### src/rtl/npu8_pkg.sv
// Shared byte-datapath definitions for the quantized NPU adder stages.
package npu8_pkg;
  localparam int Q8_W        = 8;
  localparam int FRAME_CNT_W = 16;

  typedef logic [Q8_W-1:0]        q8_t;
  typedef logic [FRAME_CNT_W-1:0] frame_cnt_t;

  // Next frame-counter value: returns to zero after the last pair, free-runs when len is zero.
  function automatic frame_cnt_t frame_cnt_next(input frame_cnt_t cnt, input frame_cnt_t len);
    if ((len != '0) && (cnt == len - frame_cnt_t'(1)))
      return '0;
    return cnt + frame_cnt_t'(1);
  endfunction

  function automatic logic frame_is_last(input frame_cnt_t cnt, input frame_cnt_t len);
    return (len != '0) && (cnt == len - frame_cnt_t'(1));
  endfunction
endpackage

### src/rtl/q_add8_pair_buf_if.sv
// Stream, control and status bundle of the residual-adder pairing buffer.
interface q_add8_pair_buf_if #(
  parameter int AW = 4
);
  import npu8_pkg::*;

  logic       FLUSH;
  logic       A_VALID;
  logic       A_READY;
  q8_t        A_DATA;
  logic       B_VALID;
  logic       B_READY;
  q8_t        B_DATA;
  frame_cnt_t FRAME_LEN;
  logic       OUT_EN;
  q8_t        OUT_A;
  q8_t        OUT_B;
  logic       FRAME_DONE;
  logic [AW:0] A_LEVEL;

  modport slave (
    input  FLUSH, A_VALID, A_DATA, B_VALID, B_DATA, FRAME_LEN,
    output A_READY, B_READY, OUT_EN, OUT_A, OUT_B, FRAME_DONE, A_LEVEL
  );

  modport master (
    output FLUSH, A_VALID, A_DATA, B_VALID, B_DATA, FRAME_LEN,
    input  A_READY, B_READY, OUT_EN, OUT_A, OUT_B, FRAME_DONE, A_LEVEL
  );
endinterface

### src/rtl/q_add8_pair_buf_fifo.sv
// Synchronous byte FIFO for the early skip stream; registered-head read, no fall-through.
// Caller guarantees no write when full and no read when empty; clr wins over both.
module pair_fifo
  import npu8_pkg::*;
#(
  parameter int DEPTH = 16,
  parameter int AW    = 4
) (
  input  logic        CLK,
  input  logic        RESET_X,
  input  logic        wr_en,
  input  logic        rd_en,
  input  logic        clr,
  input  q8_t         din,
  output q8_t         dout,
  output logic [AW:0] level
);
  q8_t mem [DEPTH];

  logic [AW-1:0] wr_ptr_q, wr_ptr_d;
  logic [AW-1:0] rd_ptr_q, rd_ptr_d;
  logic [AW:0]   level_q,  level_d;

  always_comb begin
    wr_ptr_d = wr_ptr_q;
    rd_ptr_d = rd_ptr_q;
    level_d  = level_q;
    if (clr) begin
      wr_ptr_d = '0;
      rd_ptr_d = '0;
      level_d  = '0;
    end else begin
      if (wr_en) wr_ptr_d = wr_ptr_q + AW'(1);
      if (rd_en) rd_ptr_d = rd_ptr_q + AW'(1);
      unique case ({wr_en, rd_en})
        2'b10:   level_d = level_q + (AW+1)'(1);
        2'b01:   level_d = level_q - (AW+1)'(1);
        default: level_d = level_q;
      endcase
    end
  end

  always_ff @(posedge CLK or negedge RESET_X) begin
    if (!RESET_X) begin
      wr_ptr_q <= '0;
      rd_ptr_q <= '0;
      level_q  <= '0;
    end else begin
      wr_ptr_q <= wr_ptr_d;
      rd_ptr_q <= rd_ptr_d;
      level_q  <= level_d;
    end
  end

  // Storage needs no reset: level gates every read.
  always_ff @(posedge CLK) begin
    if (wr_en && !clr) mem[wr_ptr_q] <= din;
  end

  assign dout  = mem[rd_ptr_q];
  assign level = level_q;
endmodule

### src/rtl/q_add8_pair_buf.sv
// Pairs the skip stream (A, FIFO-buffered) with the conv stream (B, 1-entry hold); 2-cycle accept-to-push.
// Optional Q_PAIR_STATS_EN adds STAT_PAIRS / STAT_A_HWM counters.
module q_add8_pair_buf
  import npu8_pkg::*;
#(
  parameter int DEPTH = 16,
  parameter int AW    = 4
) (
  input  logic         CLK,
  input  logic         RESET_X,
  q_add8_pair_buf_if.slave bus
`ifdef Q_PAIR_STATS_EN
  ,
  output logic [31:0]  STAT_PAIRS,
  output logic [AW:0]  STAT_A_HWM
`endif
);
  localparam logic [AW:0] FULL_LVL = (AW+1)'(DEPTH);

  logic        flush;
  logic        a_push;
  logic        b_push;
  logic        pop;
  q8_t         fifo_dout;
  logic [AW:0] level;

  logic       b_vld_q,  b_vld_d;
  q8_t        b_dat_q,  b_dat_d;
  logic       out_en_q, out_en_d;
  q8_t        out_a_q,  out_a_d;
  q8_t        out_b_q,  out_b_d;
  logic       done_q,   done_d;
  frame_cnt_t cnt_q,    cnt_d;

  assign flush       = bus.FLUSH;
  assign pop         = b_vld_q && (level != '0) && !flush;
  assign bus.A_READY = !flush && (level != FULL_LVL);
  assign bus.B_READY = !flush && (!b_vld_q || pop);
  assign a_push      = bus.A_VALID && bus.A_READY;
  assign b_push      = bus.B_VALID && bus.B_READY;

  pair_fifo #(
    .DEPTH(DEPTH),
    .AW   (AW)
  ) u_fifo (
    .CLK    (CLK),
    .RESET_X(RESET_X),
    .wr_en  (a_push),
    .rd_en  (pop),
    .clr    (flush),
    .din    (bus.A_DATA),
    .dout   (fifo_dout),
    .level  (level)
  );

  always_comb begin
    b_vld_d  = b_vld_q;
    b_dat_d  = b_dat_q;
    out_en_d = pop;
    out_a_d  = out_a_q;
    out_b_d  = out_b_q;
    done_d   = 1'b0;
    cnt_d    = cnt_q;
    if (flush) begin
      b_vld_d = 1'b0;
      cnt_d   = '0;
    end else begin
      // A B beat landing in the same cycle as a pop refills the hold register.
      if (b_push) begin
        b_vld_d = 1'b1;
        b_dat_d = bus.B_DATA;
      end else if (pop) begin
        b_vld_d = 1'b0;
      end
      if (pop) begin
        out_a_d = fifo_dout;
        out_b_d = b_dat_q;
        done_d  = frame_is_last(cnt_q, bus.FRAME_LEN);
        cnt_d   = frame_cnt_next(cnt_q, bus.FRAME_LEN);
      end
    end
  end

  always_ff @(posedge CLK or negedge RESET_X) begin
    if (!RESET_X) begin
      b_vld_q  <= 1'b0;
      b_dat_q  <= '0;
      out_en_q <= 1'b0;
      out_a_q  <= '0;
      out_b_q  <= '0;
      done_q   <= 1'b0;
      cnt_q    <= '0;
    end else begin
      b_vld_q  <= b_vld_d;
      b_dat_q  <= b_dat_d;
      out_en_q <= out_en_d;
      out_a_q  <= out_a_d;
      out_b_q  <= out_b_d;
      done_q   <= done_d;
      cnt_q    <= cnt_d;
    end
  end

  assign bus.OUT_EN     = out_en_q;
  assign bus.OUT_A      = out_a_q;
  assign bus.OUT_B      = out_b_q;
  assign bus.FRAME_DONE = done_q;
  assign bus.A_LEVEL    = level;

`ifdef Q_PAIR_STATS_EN
  logic [31:0] stat_pairs_q, stat_pairs_d;
  logic [AW:0] stat_hwm_q,   stat_hwm_d;

  // Stats survive FLUSH so they describe the whole run since reset.
  always_comb begin
    stat_pairs_d = stat_pairs_q;
    stat_hwm_d   = stat_hwm_q;
    if (pop && (stat_pairs_q != 32'hFFFF_FFFF)) stat_pairs_d = stat_pairs_q + 32'd1;
    if (level > stat_hwm_q) stat_hwm_d = level;
  end

  always_ff @(posedge CLK or negedge RESET_X) begin
    if (!RESET_X) begin
      stat_pairs_q <= '0;
      stat_hwm_q   <= '0;
    end else begin
      stat_pairs_q <= stat_pairs_d;
      stat_hwm_q   <= stat_hwm_d;
    end
  end

  assign STAT_PAIRS = stat_pairs_q;
  assign STAT_A_HWM = stat_hwm_q;
`endif
endmodule

### src/flat_wrapper.sv
// flat-port wrapper written by rule: the top's interface ports become plain ports
module q_add8_pair_buf_flat import npu8_pkg::*;
#(
  parameter int DEPTH = 16,
  parameter int AW    = 4
)
  (CLK, RESET_X, bus_FLUSH, bus_A_VALID, bus_A_DATA, bus_B_VALID, bus_B_DATA, bus_FRAME_LEN, bus_A_READY, bus_B_READY, bus_OUT_EN, bus_OUT_A, bus_OUT_B, bus_FRAME_DONE, bus_A_LEVEL);
  q_add8_pair_buf_if #(.AW(AW)) bus_i ();
  input  logic CLK;
  input  logic RESET_X;
  input wire logic [$bits(bus_i.FLUSH)-1:0] bus_FLUSH;
  input wire logic [$bits(bus_i.A_VALID)-1:0] bus_A_VALID;
  input wire logic [$bits(bus_i.A_DATA)-1:0] bus_A_DATA;
  input wire logic [$bits(bus_i.B_VALID)-1:0] bus_B_VALID;
  input wire logic [$bits(bus_i.B_DATA)-1:0] bus_B_DATA;
  input wire logic [$bits(bus_i.FRAME_LEN)-1:0] bus_FRAME_LEN;
  output wire logic [$bits(bus_i.A_READY)-1:0] bus_A_READY;
  output wire logic [$bits(bus_i.B_READY)-1:0] bus_B_READY;
  output wire logic [$bits(bus_i.OUT_EN)-1:0] bus_OUT_EN;
  output wire logic [$bits(bus_i.OUT_A)-1:0] bus_OUT_A;
  output wire logic [$bits(bus_i.OUT_B)-1:0] bus_OUT_B;
  output wire logic [$bits(bus_i.FRAME_DONE)-1:0] bus_FRAME_DONE;
  output wire logic [$bits(bus_i.A_LEVEL)-1:0] bus_A_LEVEL;
  assign bus_i.FLUSH = bus_FLUSH;
  assign bus_i.A_VALID = bus_A_VALID;
  assign bus_i.A_DATA = bus_A_DATA;
  assign bus_i.B_VALID = bus_B_VALID;
  assign bus_i.B_DATA = bus_B_DATA;
  assign bus_i.FRAME_LEN = bus_FRAME_LEN;
  assign bus_A_READY = bus_i.A_READY;
  assign bus_B_READY = bus_i.B_READY;
  assign bus_OUT_EN = bus_i.OUT_EN;
  assign bus_OUT_A = bus_i.OUT_A;
  assign bus_OUT_B = bus_i.OUT_B;
  assign bus_FRAME_DONE = bus_i.FRAME_DONE;
  assign bus_A_LEVEL = bus_i.A_LEVEL;
  q_add8_pair_buf #(.DEPTH(DEPTH), .AW(AW)) u_core (.CLK(CLK), .RESET_X(RESET_X), .bus(bus_i));
endmodule
### config.mk
export PLATFORM = sky130hd
export DESIGN_NAME = q_add8_pair_buf_flat
export DESIGN_NICKNAME = d
export VERILOG_FILES = /design/src/rtl/npu8_pkg.sv /design/src/rtl/q_add8_pair_buf_if.sv /design/src/rtl/q_add8_pair_buf_fifo.sv /design/src/rtl/q_add8_pair_buf.sv /design/src/flat_wrapper.sv
export SDC_FILE = /design/constraint.sdc
export NUM_CORES = 1
export LEC_CHECK = 0
export CAP_MARGIN = 20
export CELL_PAD_IN_SITES_DETAIL_PLACEMENT = 0
export CELL_PAD_IN_SITES_GLOBAL_PLACEMENT = 1
export CORE_ASPECT_RATIO = 0.5
export CORE_MARGIN = 8
export CORE_UTILIZATION = 30
export CTS_CLUSTER_SIZE = 25
export DETAILED_ROUTE_END_ITERATION = 10
export GPL_ROUTABILITY_DRIVEN = 0
export PLACE_DENSITY_LB_ADDON = 0.1
export SLEW_MARGIN = 20
export SYNTH_ARGS = -nofsm -noshare
export SYNTH_HDL_FRONTEND = slang
export SYNTH_SLANG_ARGS = --single-unit
### constraint.sdc
create_clock -name CLK -period 5.7 [get_ports CLK]
set_clock_uncertainty 0.05 [all_clocks]
set_input_delay 1.425 -clock CLK [delete_from_list [all_inputs] [get_ports CLK]]
set_output_delay 1.425 -clock CLK [all_outputs]
set_load 0.05 [all_outputs]
==> results of run 1 <==
[cells in the final DEF, fill, tap and decap left out, types with 3 or more instances in the layout]
cell type	count
sky130_fd_sc_hd__a211oi_1	3
sky130_fd_sc_hd__a21boi_0	3
sky130_fd_sc_hd__a21o_1	3
sky130_fd_sc_hd__a21oi_1	11
sky130_fd_sc_hd__and2_1	11
sky130_fd_sc_hd__and3_1	4
sky130_fd_sc_hd__buf_4	15
sky130_fd_sc_hd__clkbuf_16	17
sky130_fd_sc_hd__clkdlybuf4s50_1	60
sky130_fd_sc_hd__clkinv_2	4
sky130_fd_sc_hd__dfrtp_1	55
sky130_fd_sc_hd__edfxtp_1	128
sky130_fd_sc_hd__ha_1	10
sky130_fd_sc_hd__inv_1	14
sky130_fd_sc_hd__mux2_2	9
sky130_fd_sc_hd__mux2i_1	31
sky130_fd_sc_hd__mux4_2	19
sky130_fd_sc_hd__nand2_1	70
sky130_fd_sc_hd__nand2b_1	9
sky130_fd_sc_hd__nand3_1	9
sky130_fd_sc_hd__nand3b_1	4
sky130_fd_sc_hd__nand4_1	7
sky130_fd_sc_hd__nor2_1	39
sky130_fd_sc_hd__nor3_1	9
sky130_fd_sc_hd__nor4_1	8
sky130_fd_sc_hd__o21ai_0	20
sky130_fd_sc_hd__o221ai_1	21
sky130_fd_sc_hd__xnor2_1	19
sky130_fd_sc_hd__xor2_1	20
[worst max-delay path, cell delays in order]
cell                              delay, ns
sky130_fd_sc_hd__clkdlybuf4s50_1       0.47
sky130_fd_sc_hd__buf_4                 0.26
sky130_fd_sc_hd__a21oi_1               0.19
sky130_fd_sc_hd__clkdlybuf4s50_1       0.84
[layer usage]
layer	vias to the layer above	share of wire [%]	global-route usage, %
li1	2414	-	-
met1	2578	56	21.0
met2	82	39	16.7
met3	15	4.1	3.11
met4	0	1.1	4.28
met5	-	0	0
[state kept, by name, indices dropped and copies added, names as in the netlist]
signal	flops
u_core.b_dat_q	8
u_core.u_fifo.wr_ptr_q	4
u_core.b_vld_q	1
u_core.u_fifo.mem	128
u_core.bus.FRAME_DONE	1
u_core.bus.OUT_B	8
u_core.bus.OUT_EN	1
u_core.u_fifo.rd_ptr_q	4
u_core.u_fifo.level	5
u_core.bus.OUT_A	8
u_core.cnt_q	16
[report_power, final]
part	internal, W	leakage [nW]	total, W	switching, W
registers	0.00153	1.89	0.00161	0.0000830
logic	0.000293	1.29	0.000772	0.000479
clock network	0.000670	0.284	0.00118	0.000512
[through the flow]
| step | util (%) | hold WS, ns |
|---|---|---|
| CTS | 36.2 | 0.415 |
| finish | 36.2 | 0.413 |
| floorplan | - | 0.385 |
| detailed placement | 34.0 | 0.398 |
| global route | 36.2 | 0.444 |
| global placement | 34.0 | 0.397 |
[final timing paths]
kind	startpoint	slack, ns	endpoint	cells after the start
setup / recovery	bus_FLUSH	1.03	bus_B_READY	4
hold / removal	u_core.b_dat_q[4]	0.41	u_core.bus.OUT_B[4]	2
setup reg to reg	u_core.u_fifo.level[1]	2.64	u_core.u_fifo.level[4]	12
hold reg to reg	u_core.b_dat_q[4]	0.41	u_core.bus.OUT_B[4]	2
max in group asynchronous	RESET_X	3.95	u_core.bus.OUT_B[6]	2
min in group asynchronous	RESET_X	1.09	u_core.cnt_q[13]	2
[kinds of logic after synthesis]
| logic type | count (synthesis) | synth area share [%] |
|---|---|---|
| flops | 184 | 63.7 |
| simple gates | 191 | 11.6 |
| mux | 59 | 10.2 |
| fa+ha+maj | 11 | 1.76 |
| compound gates | 77 | 6.59 |
| xor+xnor | 39 | 4.15 |
| buf+inv | 43 | 2.07 |
[layout make-up]
| type | count | area, sq um |
|---|---|---|
| Timing Repair Buffer | 76 | 718 |
| Fill cell | 2630 | 17400 |
| Clock inverter | 11 | 121 |
| Multi-Input combinational cell | 377 | 2830 |
| Inverter | 15 | 56.3 |
| Clock buffer | 21 | 460 |
| Sequential cell | 184 | 5250 |
| Tap cell | 360 | 450 |
| Antenna cell | 1 | 2.50 |
==> summary by stage, run 1 <==
Run status
The run finished with clean final reports.

Worst setup path
The sort of element at the end of the critical path is an output pin. Of all nets on the critical path, the largest fanout is 24. For the worst setup path, the data required time is 4.22 ns. The type of element launching the critical path is an input pin. The kind of critical path is in2out.

Data arrives at the worst endpoint at 3.19 ns.

Global route
Summed over all layers, the global routing overflow is 0. The first-pass GRT wire length is 32600 microns. In the global route stage, overall resource usage came out at 13.2%. The via count of the first global-routing pass is ~5100. The initial antenna violation count is 0. The pin count of the biggest net entering global routing is 57.

Final layout
In the final design database the tool counted 719 nets. The share of final-layout standard cells stronger than drive strength 1 is 12.4%. With fillers left out, the area of the finished cells amounts to 0.00989 sq mm.

The finished layout holds between 1000 and 1500 standard cells, fillers aside. From synthesis to final layout, the design area changed by 20.1%.

Die
For this configuration, the core starts out at a cell density of between 30% and 40%. The area of the die is 0.0333 sq mm. The I/O pin count is 62. Measured along the y axis, the die boundary spans 133 microns. The die outline width is 250 microns. Row generation in the floorplan step produced 43 rows. The standard cell core area is 0.0273 sq mm.

Clock network
The post-cts sizing count is 0. The worst-skew pair later-pin latency is between 0.4 and 0.5 ns. The number of clock buffers added by TritonCTS is 17. The number of buffers inserted to repair setup after CTS is 0. After clock tree synthesis, the flow added hold-fix buffers numbering 0. TritonCTS built the clock tree.

The sink count of the clock tree is 184. The cell sitting at the root of the clock tree is a sky130_fd_sc_hd__clkbuf_16. After clock tree synthesis, the clock-pin slew on the worst setup and hold paths is 0.07 ns. No sink is reached through more buffers than the 2 on the longest clock path.

The number of H-tree branching levels is 4.

Timing
Setup repair after global routing left no endpoint under its margin. Measured against its own limit, the worst slew margin works out to 25.8%. The slew at the pin with the worst max-slew slack is 1.10 ns.

The final setup slack of the worst path is 1.03 ns. Setup violations remaining at the end of the flow were counted as 0. The final hold violation count is 0. The count of final max-slew check failures is 0.

After layout, the worst path uses 81.9% of the clock period. The final sum of negative setup slack is 0 ns. For this run, the top clock speed supported by timing is 214 MHz. The clock period minus worst slack is 4.67 ns.

Yosys
The cell area after synthesis is 0.00824 sq mm. The commonest cells after synthesis are sky130_fd_sc_hd__edfxtp_1, sky130_fd_sc_hd__nand2_1, sky130_fd_sc_hd__dfrtp_1, sky130_fd_sc_hd__nor2_1, sky130_fd_sc_hd__mux2i_1. By area the synthesized netlist is led by sky130_fd_sc_hd__edfxtp_1, sky130_fd_sc_hd__dfrtp_1, sky130_fd_sc_hd__mux4_2. The Yosys step of the flow raised 0 warnings. The largest total area in the synthesized netlist belongs to sky130_fd_sc_hd__edfxtp_1. Of all flip-flops after synthesis, the portion carrying an async set or reset was 30.4%. The number of distinct library cells after synthesis is 57. For this run, the leading register cell type out of synthesis is sky130_fd_sc_hd__edfxtp_1. Counting flops and latches in the post-synthesis netlist gives 184.

The library cell with the highest instance count after synthesis is sky130_fd_sc_hd__edfxtp_1. After synthesis, the mean cell area works out to 13.6 sq um. The synthesized design devotes to its leading area cell type 46.7% of total area.

Sequential cells were found to cover 63.7% of the synthesized design area. Counting every instance in the synthesized netlist gives 604. The synthesized design contains 128 enable-type register cells. The net count after synthesis is 652.

Pwr
The leakage power of the design is 3.46 nW. Power comes to approximately 0.0036 W. The worst voltage drop across the vdd grid is 0.207 mV. Dividing total power by cell area gives a power density of between 300 and 400 mW/mm^2.

Routing
The number of iterations in the first detailed-routing pass is 5. The total routed wirelength is 21400 microns. Summing over every cut layer, the via total after detailed routing is a little over 5000.

The via count normalized by instance count is 4.87. After the first detailed-routing iteration, the DRC count stood at 385. The average wire length per cell after detail routing is 20.5 microns. The detailed-route DRC error count is 0.

The detail route stage leaves a number of antenna-violating nets equal to 0.

Placement
Once placement finished, the instance area stood at around 0.0093 sq mm. The sum of net half-perimeters after detailed placement is 15500 microns. Input and output buffers added on the ports amount to a little over 60. The worst slack after detailed placement is 0.859 ns. Counting tap cells, the placed design contains a total of 1012 instances.

Run
Across the run, the number of max-cap violations was 0.

Worst hold path
The kind of path behind the tightest hold check is reg2reg.
No activity file was read; power rests on OpenSTA's default activity.
==> run 2, diff against run 1 <==
==> constraint.sdc (replaced) <==
create_clock -name CLK -period 3.8 [get_ports CLK]
set_clock_uncertainty 0.05 [all_clocks]
set_input_delay 0.95 -clock CLK [delete_from_list [all_inputs] [get_ports CLK]]
set_output_delay 0.95 -clock CLK [all_outputs]
set_load 0.05 [all_outputs]
==> run 2 against run 1 <==
Net effect: worst setup slack got worse by 0.59 ns; critical path type is now in2reg; sequential share of layout area decreased by 1.1 points; core utilization increased by 0.73 points; total power increased by 48%; global-route usage increased by 0.38 points; sequential power increased by 50%; final cell count increased by 2.5%; critical endpoint is now u_core.cnt_q[4]; largest cell class unchanged.
==> summary by stage, run 2 (synthesized netlist as in run 1, its figures left out) <==
Die
The area of the die was 0.0333 sq mm (unchanged). The die outline width came to 250 microns (unchanged). The row count came to 43 (unchanged). The initial core utilization is 30.1% (unchanged). The standard cell core area is 0.0273 sq mm (unchanged).

The vertical die dimension came to 133 microns (unchanged). The I/O pin count is 62 (unchanged).

Worst setup path
The standard cell with the maximum stage delay on the critical path was sky130_fd_sc_hd__or4_4 (was sky130_fd_sc_hd__clkdlybuf4s50_1). The arrival time of the worst setup path was 3.62 ns (was 3.19 ns). The type of element launching the critical path is an input pin (unchanged).

The kind of critical path is in2reg (was in2out). The dominant delay contributor by cell family on the critical path is simple AND/OR/NAND/NOR gates (was buffers and inverters). The maximum net fanout on the critical path was 6 (was 24). The longest individual stage delay on the worst path came to 0.55 ns (was 0.84 ns). The most frequent cell on the critical path was sky130_fd_sc_hd__or3_4 (was sky130_fd_sc_hd__clkdlybuf4s50_1). The data required time at the worst endpoint was 4.07 ns (was 4.22 ns). Critical path, cell by cell: clkdlybuf4s50_1 > or4_4 > or3_4 > or3_4 > a2111oi_2 > nand4b_2 > o21bai_2 > buf_4 > nor2_1 (was clkdlybuf4s50_1 > buf_4 > a21oi_1 > clkdlybuf4s50_1). The sort of element at the end of the critical path is a flop (was output pin). The buffer and inverter count on the worst path was 2 (was 3).

Routing
The total routed wirelength was 21900 microns (was 21400 microns). The met3 wirelength from detailed routing was 1130 microns (was 871 microns). The remaining antenna violation count after routing is 0 (unchanged).

The number of iterations in the first detailed-routing pass came to 7 (was 5). The overall via count from detail_route is 5307 (was 5089). The detailed-route DRC error count is 0 (unchanged).

The total met2 wirelength after detailed routing is 8570 microns (was 8310 microns). The via count normalized by instance count was 4.96 (was 4.87). The sum of routed wire segments on met1 is 12100 microns (was 12000 microns). The average wire length per cell after detail routing was 20.5 microns (about the same). The violation count after the first detailed-route iteration is 378 (was 385). The highest routed metal layer is met4 (unchanged).

Clock network
The root buffer cell was sky130_fd_sc_hd__clkbuf_16 (unchanged). The sink count of the clock tree came to 184 (unchanged). The maximum number of buffers from clock root to sink is 2 (unchanged). The cts-stage hold buffer count is 0 (unchanged). The number of buffers created by CTS is 17 (unchanged). The worst-skew pair later-pin latency was 0.44 ns (was 0.43 ns).

The register clock-pin slew on the reported worst setup and hold paths came to 0.07 ns (about the same). The number of buffers inserted to repair setup after CTS is 0 (unchanged). The number of H-tree branching levels is 4 (unchanged). The CTS tree is done (unchanged). The post-cts sizing count is 0 (unchanged).

Pwr
The portion of total power attributed to combinational logic is 22.5% (was 21.7%). The worst voltage drop across the vdd grid came to 0.318 mV (was 0.207 mV). The ratio of total power to cell area is 524 mW/mm^2 (was 361 mW/mm^2).

The net switching power is 0.00162 W (was 0.00107 W). The leakage power of the design was 3.59 nW (was 3.46 nW). The internal power consumption came to 0.00367 W (was 0.00249 W). The clock network fraction of design power is 31.7% (was 33.1%).

The net switching fraction of the power is 30.7% (was 30.1%). The portion of total power attributed to sequential cells came to 45.7% (was 45.2%).

Timing
The count of final max-slew check failures is 0 (unchanged). RSZ-0062 raised after global routing: no (unchanged). The worst-case headroom to the max-slew limit is 44.5% (was 25.8%). The fmax is 298 MHz. The portion of the clock cycle consumed by the worst path in the final layout is 88.3%. The final hold violation count came to 0 (unchanged). Subtracting the final worst setup slack from the clock period gives 3.35 ns. The smallest hold slack came to 0.415 ns (was 0.413 ns).

The number of setup violations in the final report is 0 (unchanged). The final setup slack of the worst path is 0.446 ns (was 1.03 ns). The slew at the pin with the worst max-slew slack is 0.832 ns (was 1.10 ns).

Global route
The pin count of the biggest net entering global routing was 40 (was 57). The global route total overflow is 0 (unchanged). The first-pass GRT wire length is 33700 microns (was 32600 microns). The global-route usage over all layers is 13.5% (was 13.2%). The initial antenna violation count is 0 (unchanged). The via count of the first global-routing pass is 5379 (was 5111).

Worst hold path
The kind of path behind the tightest hold check is reg2reg (unchanged).

Placement
The total placed instance area was 0.00953 sq mm (was 0.00930 sq mm). The sum of net half-perimeters after detailed placement is 16000 microns (was 15500 microns). The number of input and output port buffers inserted was 61 (unchanged).

The worst slack after detailed placement is 0.0155 ns (was 0.859 ns).

Run
The count of maximum capacitance violations was 0 (unchanged).

Final layout
The leading cell type in the layout, fill and taps excluded is sky130_fd_sc_hd__edfxtp_1 (unchanged). The total number of nets in the final design is 746 (was 719). The register bank with the most flops is u_core.u_fifo.mem (unchanged). The number of flip-flops under the largest register name is 128 (unchanged). The final antenna diode count came to 0 (was 1). The share of final-layout standard cells stronger than drive strength 1 is 15.9% (was 12.4%). The synthesis-to-finish area growth was 22.5% (was 20.1%). Largest registers: u_core.u_fifo.mem x128, u_core.cnt_q x16 (unchanged).

The area of all placed cells without fillers was 0.0101 sq mm (was 0.00989 sq mm). Most frequent cells in the layout: sky130_fd_sc_hd__edfxtp_1, sky130_fd_sc_hd__nand2_1, sky130_fd_sc_hd__clkdlybuf4s50_1, sky130_fd_sc_hd__dfrtp_1, sky130_fd_sc_hd__buf_4 (was sky130_fd_sc_hd__edfxtp_1, sky130_fd_sc_hd__nand2_1, sky130_fd_sc_hd__clkdlybuf4s50_1, sky130_fd_sc_hd__dfrtp_1, sky130_fd_sc_hd__nor2_1).

Run status
Status: finished clean (unchanged).
-- run 2: cell count changes in the layout (fill, tap and decap cells not counted), sizes merged --
| cell | previous run | this run |
|---|---|---|
| clkinvlp | 2 | 4 |
| diode | 1 | 0 |
| clkbuf | 21 | 19 |
| inv | 16 | 17 |
| clkdlybuf4s50 | 60 | 58 |
| buf | 16 | 45 |
| bufinv | 2 | 1 |
-- run 2: cell type report --
type                    count  area [sq um]
well taps                 360           450
multi-input cells         377          2830
clock inverters            13           120
flip-flops and latches    184          5250
repair buffers            103           956
fillers                  2615         17200
inverters                  15          56.3
clock buffers              19           433
-- run 2: path summary, 6_finish.rpt --
kind | startpoint | to | slack, ns | depth (start not counted)
hold reg to reg | u_core.b_dat_q[3] | u_core.bus.OUT_B[3] | 0.42 | 2
min in group asynchronous | RESET_X | u_core.bus.FRAME_DONE | 0.46 | 1
hold / removal | u_core.b_dat_q[3] | u_core.bus.OUT_B[3] | 0.42 | 2
setup / recovery | bus_FRAME_LEN[3] | u_core.cnt_q[4] | 0.45 | 9
max in group asynchronous | RESET_X | u_core.bus.OUT_A[3] | 2.55 | 2
setup reg to reg | u_core.u_fifo.level[1] | u_core.u_fifo.level[4] | 0.96 | 14
-- run 2: worst register-to-register path: stages, from the launching register on --
cell and delay (ns):
sky130_fd_sc_hd__dfrtp_1 0.47, sky130_fd_sc_hd__nor4_1 0.40, sky130_fd_sc_hd__a21boi_1 0.12, sky130_fd_sc_hd__buf_4 0.21
sky130_fd_sc_hd__nand2b_1 0.11, sky130_fd_sc_hd__inv_1 0.06, sky130_fd_sc_hd__nand2_1 0.11, sky130_fd_sc_hd__inv_1 0.09
sky130_fd_sc_hd__ha_1 0.32, sky130_fd_sc_hd__a21o_1 0.19, sky130_fd_sc_hd__a21oi_1 0.18, sky130_fd_sc_hd__nor3_1 0.06
sky130_fd_sc_hd__a21oi_1 0.17, sky130_fd_sc_hd__xnor2_1 0.14, sky130_fd_sc_hd__nor2_1 0.05
-- run 2: power groups by stage --
stage | registers [W] | logic (W) | clock network, W
finish | 0.00242 | 0.00119 | 0.00168
global route | 0.00245 | 0.00128 | 0.00182
CTS | 0.00242 | 0.00121 | 0.00174
detailed placement | 0.00247 | 0.00121 | 0
global placement | 0.00246 | 0.00120 | 0
floorplan | 0.00274 | 0.000456 | 0
-- run 2: metrics by stage --
stage	power, W	cells	TNS [ns]	util [%]
floorplan	0.00319	604	0	-
finish	0.00529	1071	0	36.9
global route	0.00555	1071	0	36.9
global placement	0.00366	1039	-0.00427	34.9
CTS	0.00538	1071	0	36.9
detailed placement	0.00368	1039	0	34.9
-- run 2: layer usage --
metal  track usage, %  vias up
met4             2.96        0
met3             3.46       16
met2             17.9      137
li1                 -     2453
met5                0        -
met1             21.5     2701
==> run 3, diff against run 2 <==
==> constraint.sdc (replaced) <==
create_clock -name CLK -period 3.5 [get_ports CLK]
set_clock_uncertainty 0.05 [all_clocks]
set_input_delay 0.875 -clock CLK [delete_from_list [all_inputs] [get_ports CLK]]
set_output_delay 0.875 -clock CLK [all_outputs]
set_load 0.05 [all_outputs]
==> run 3 against run 2 <==
Net effect: final cell count grew 1.6%; register-to-register slack lost 0.25 ns; sequential cell count is the same; critical endpoint is now u_core.cnt_q[15].
==> summary by stage, run 3 (synthesized netlist as in run 1, its figures left out) <==
Run status
Status: finished clean (unchanged).

Global route
The via count of the first global-routing pass was 5560 (was 5379). The global route total overflow is 0 (unchanged). The initial antenna violation count is 1 (was 0). The first-pass GRT wire length was 34700 microns (was 33700 microns). The pin count of the biggest net entering global routing is 32 (was 40).

The global-route usage over all layers was 14.0% (was 13.5%).

Die
The vertical die dimension is 133 microns (unchanged). The standard cell core area is 0.0273 sq mm (unchanged). The initial core utilization is 30.1% (unchanged).

The row count came to 43 (unchanged). The I/O pin count came to 62 (unchanged). The area of the die is 0.0333 sq mm (unchanged).

The die outline width came to 250 microns (unchanged).

Placement
The sum of net half-perimeters after detailed placement came to 16700 microns (was 16000 microns). The number of input and output port buffers inserted is 61 (unchanged). The post-placement cell count is 1056 (was 1039).

Timing
The worst path in the final design needs a cycle of approximately 3.3 ns, including I/O delays and setup. The final hold violation count is 0 (unchanged). For this run, the top clock speed supported by timing is 304 MHz. The count of final max-slew check failures is 0 (unchanged). The number of setup violations in the final report is 0 (unchanged).

The worst-case headroom to the max-slew limit is 51.1% (was 44.5%). The smallest hold slack was 0.412 ns (was 0.415 ns). RSZ-0062 raised after global routing: no (unchanged). The worst path uses 94.1% of the clock period. The slew at the pin with the worst max-slew slack was 0.734 ns (was 0.832 ns).

Final layout
The number of flip-flops under the largest register name came to 128 (unchanged). The count of non-filler cells in the finished layout is 1088 (was 1071). Most frequent cells in the layout: sky130_fd_sc_hd__edfxtp_1, sky130_fd_sc_hd__nand2_1, sky130_fd_sc_hd__clkdlybuf4s50_1, sky130_fd_sc_hd__buf_4, sky130_fd_sc_hd__dfrtp_1 (was sky130_fd_sc_hd__edfxtp_1, sky130_fd_sc_hd__nand2_1, sky130_fd_sc_hd__clkdlybuf4s50_1, sky130_fd_sc_hd__dfrtp_1, sky130_fd_sc_hd__buf_4). The synthesis-to-finish area growth was 24.2% (was 22.5%). The register bank with the most flops is u_core.u_fifo.mem (unchanged).

The final cell utilization of the core is 37.4% (was 36.9%). Largest registers: u_core.u_fifo.mem x128, u_core.cnt_q x16 (unchanged). The share of final-layout standard cells stronger than drive strength 1 is 18.1% (was 15.9%). The final antenna diode count is 0 (unchanged). The leading cell type in the layout, fill and taps excluded is sky130_fd_sc_hd__edfxtp_1 (unchanged). The total number of nets in the final design is 763 (was 746).

Pwr
The portion of total power attributed to combinational logic is 22.7% (was 22.5%). The leakage power of the design is 3.69 nW (was 3.59 nW). The net switching power is 0.00177 W (was 0.00162 W). The worst voltage drop across the vdd grid is 0.356 mV (was 0.318 mV).

The portion of total power attributed to sequential cells is 45.3% (was 45.7%). The post-layout total power came to 0.00579 W (was 0.00529 W). The internal power consumption is 0.00402 W (was 0.00367 W). The clock network fraction of design power was 32.0% (was 31.7%). The net switching fraction of the power is 30.5% (was 30.7%). The ratio of total power to cell area came to 566 mW/mm^2 (was 524 mW/mm^2).

Run
The count of maximum capacitance violations is 0 (unchanged).

Worst setup path
The standard cell with the maximum stage delay on the critical path was sky130_fd_sc_hd__or4_4 (unchanged). The worst setup path startpoint is bus_FRAME_LEN[3] (unchanged). The buffer and inverter count on the worst path is 2 (unchanged). The kind of critical path is in2reg (unchanged). The type of element launching the critical path is an input pin (unchanged).

The number of cells traversed by the worst register-to-register path is 13 (was 14). The sort of element at the end of the critical path was a flop (unchanged). The most frequent cell on the critical path is sky130_fd_sc_hd__or3_4 (unchanged). The longest individual stage delay on the worst path is 0.55 ns (about the same). The dominant delay contributor by cell family on the critical path is simple AND/OR/NAND/NOR gates (unchanged). The beginning of the worst register-to-register path is u_core.u_fifo.level[1] (unchanged). The arrival time of the worst setup path is 3.58 ns (was 3.62 ns). The maximum net fanout on the critical path came to 5 (was 6). The data required time at the worst endpoint is 3.78 ns (was 4.07 ns). The setup slack of the most critical reg-to-reg path came to 0.71 ns (was 0.96 ns). The endpoint of the worst-slack reg-to-reg timing path was u_core.u_fifo.level[4] (unchanged). Critical path, cell by cell: clkdlybuf4s50_1 > or4_4 > or3_4 > or3_4 > a2111oi_2 > nand4b_2 > buf_4 > a22oi_1 > nor2_1 (was clkdlybuf4s50_1 > or4_4 > or3_4 > or3_4 > a2111oi_2 > nand4b_2 > o21bai_2 > buf_4 > nor2_1).

Clock network
The cts-stage hold buffer count is 0 (unchanged). The root buffer cell was sky130_fd_sc_hd__clkbuf_16 (unchanged). The number of buffers created by CTS was 17 (unchanged). The register clock-pin slew on the reported worst setup and hold paths was 0.07 ns (about the same). The post-cts sizing count is 0 (unchanged). The maximum number of buffers from clock root to sink is 2 (unchanged). The number of H-tree branching levels is 4 (unchanged).

The number of buffers inserted to repair setup after CTS is 0 (unchanged). The CTS tree is done (unchanged). The sink count of the clock tree is 184 (unchanged). The worst-skew pair later-pin latency is 0.44 ns (about the same).

Routing
The total routed wirelength is 22700 microns (was 21900 microns). The average wire length per cell after detail routing is 20.9 microns (was 20.5 microns). The violation count after the first detailed-route iteration is 371 (was 378).

The number of iterations in the first detailed-routing pass is 4 (was 7). The overall via count from detail_route is 5383 (was 5307). The remaining antenna violation count after routing was 0 (unchanged). The detailed-route DRC error count is 0 (unchanged). The via count normalized by instance count is 4.95 (was 4.96).

Worst hold path
The source of the worst hold timing path is u_core.b_dat_q[7] (was u_core.b_dat_q[3]). The count of cells along the worst hold path is 2 (unchanged). The worst-case hold path end point is u_core.bus.OUT_B[7] (was u_core.bus.OUT_B[3]).

The kind of path behind the tightest hold check was reg2reg (unchanged).
## run 3: final cells by class
type | instances | area [sq um]
fillers | 2629 | 17100
repair buffers | 120 | 1080
multi-input cells | 377 | 2830
clock inverters | 8 | 61.3
flip-flops and latches | 184 | 5250
well taps | 360 | 450
clock buffers | 24 | 505
inverters | 15 | 56.3
## run 3: worst min-delay path, delay by kind of cell, from the launching register on
| kind | cells | cell delay [ns] |
|---|---|---|
| DFF | 1 | 0.34 |
| and+or+nand+nor | 2 | 0.10 |
## run 3: stage by stage
step | setup TNS, ns | area, sq um | setup WS (ns)
detailed placement | -3.90 | 9670 | -0.264
global route | 0 | 10200 | 0.0767
global placement | -3.12 | 9670 | -0.240
finish | 0 | 10200 | 0.205
CTS | 0 | 10200 | 0.227
floorplan | 0 | 8240 | 0.237
## run 3: worst max-delay path by stage
stage / to / depth (start not counted)
6_report: u_core.cnt_q[15] / 9
5_1_grt: u_core.cnt_q[5] / 9
4_1_cts: u_core.cnt_q[15] / 9
3_5_place_dp: u_core.cnt_q[15] / 9
3_3_place_gp: u_core.cnt_q[15] / 9
2_1_floorplan: u_core.cnt_q[10] / 9
## run 3: layer usage
layer  vias to the layer above  global-route usage [%]  wire length (microns)
li1                       2492                       -                      -
met4                         0                    4.44                    306
met2                       127                    19.2                   9210
met3                        20                    2.90                   1050
met1                      2744                    21.4                  12200
met5                         -                       0                      0
## run 3: power groups by stage
stage	Sequential, W	Clock [W]	Combinational, W
after global routing	0.00265	0.00199	0.00141
final	0.00262	0.00185	0.00132
after detailed placement	0.00268	0	0.00134
after global placement	0.00267	0	0.00132
after floorplan	0.00297	0	0.000496
after CTS	0.00263	0.00191	0.00134
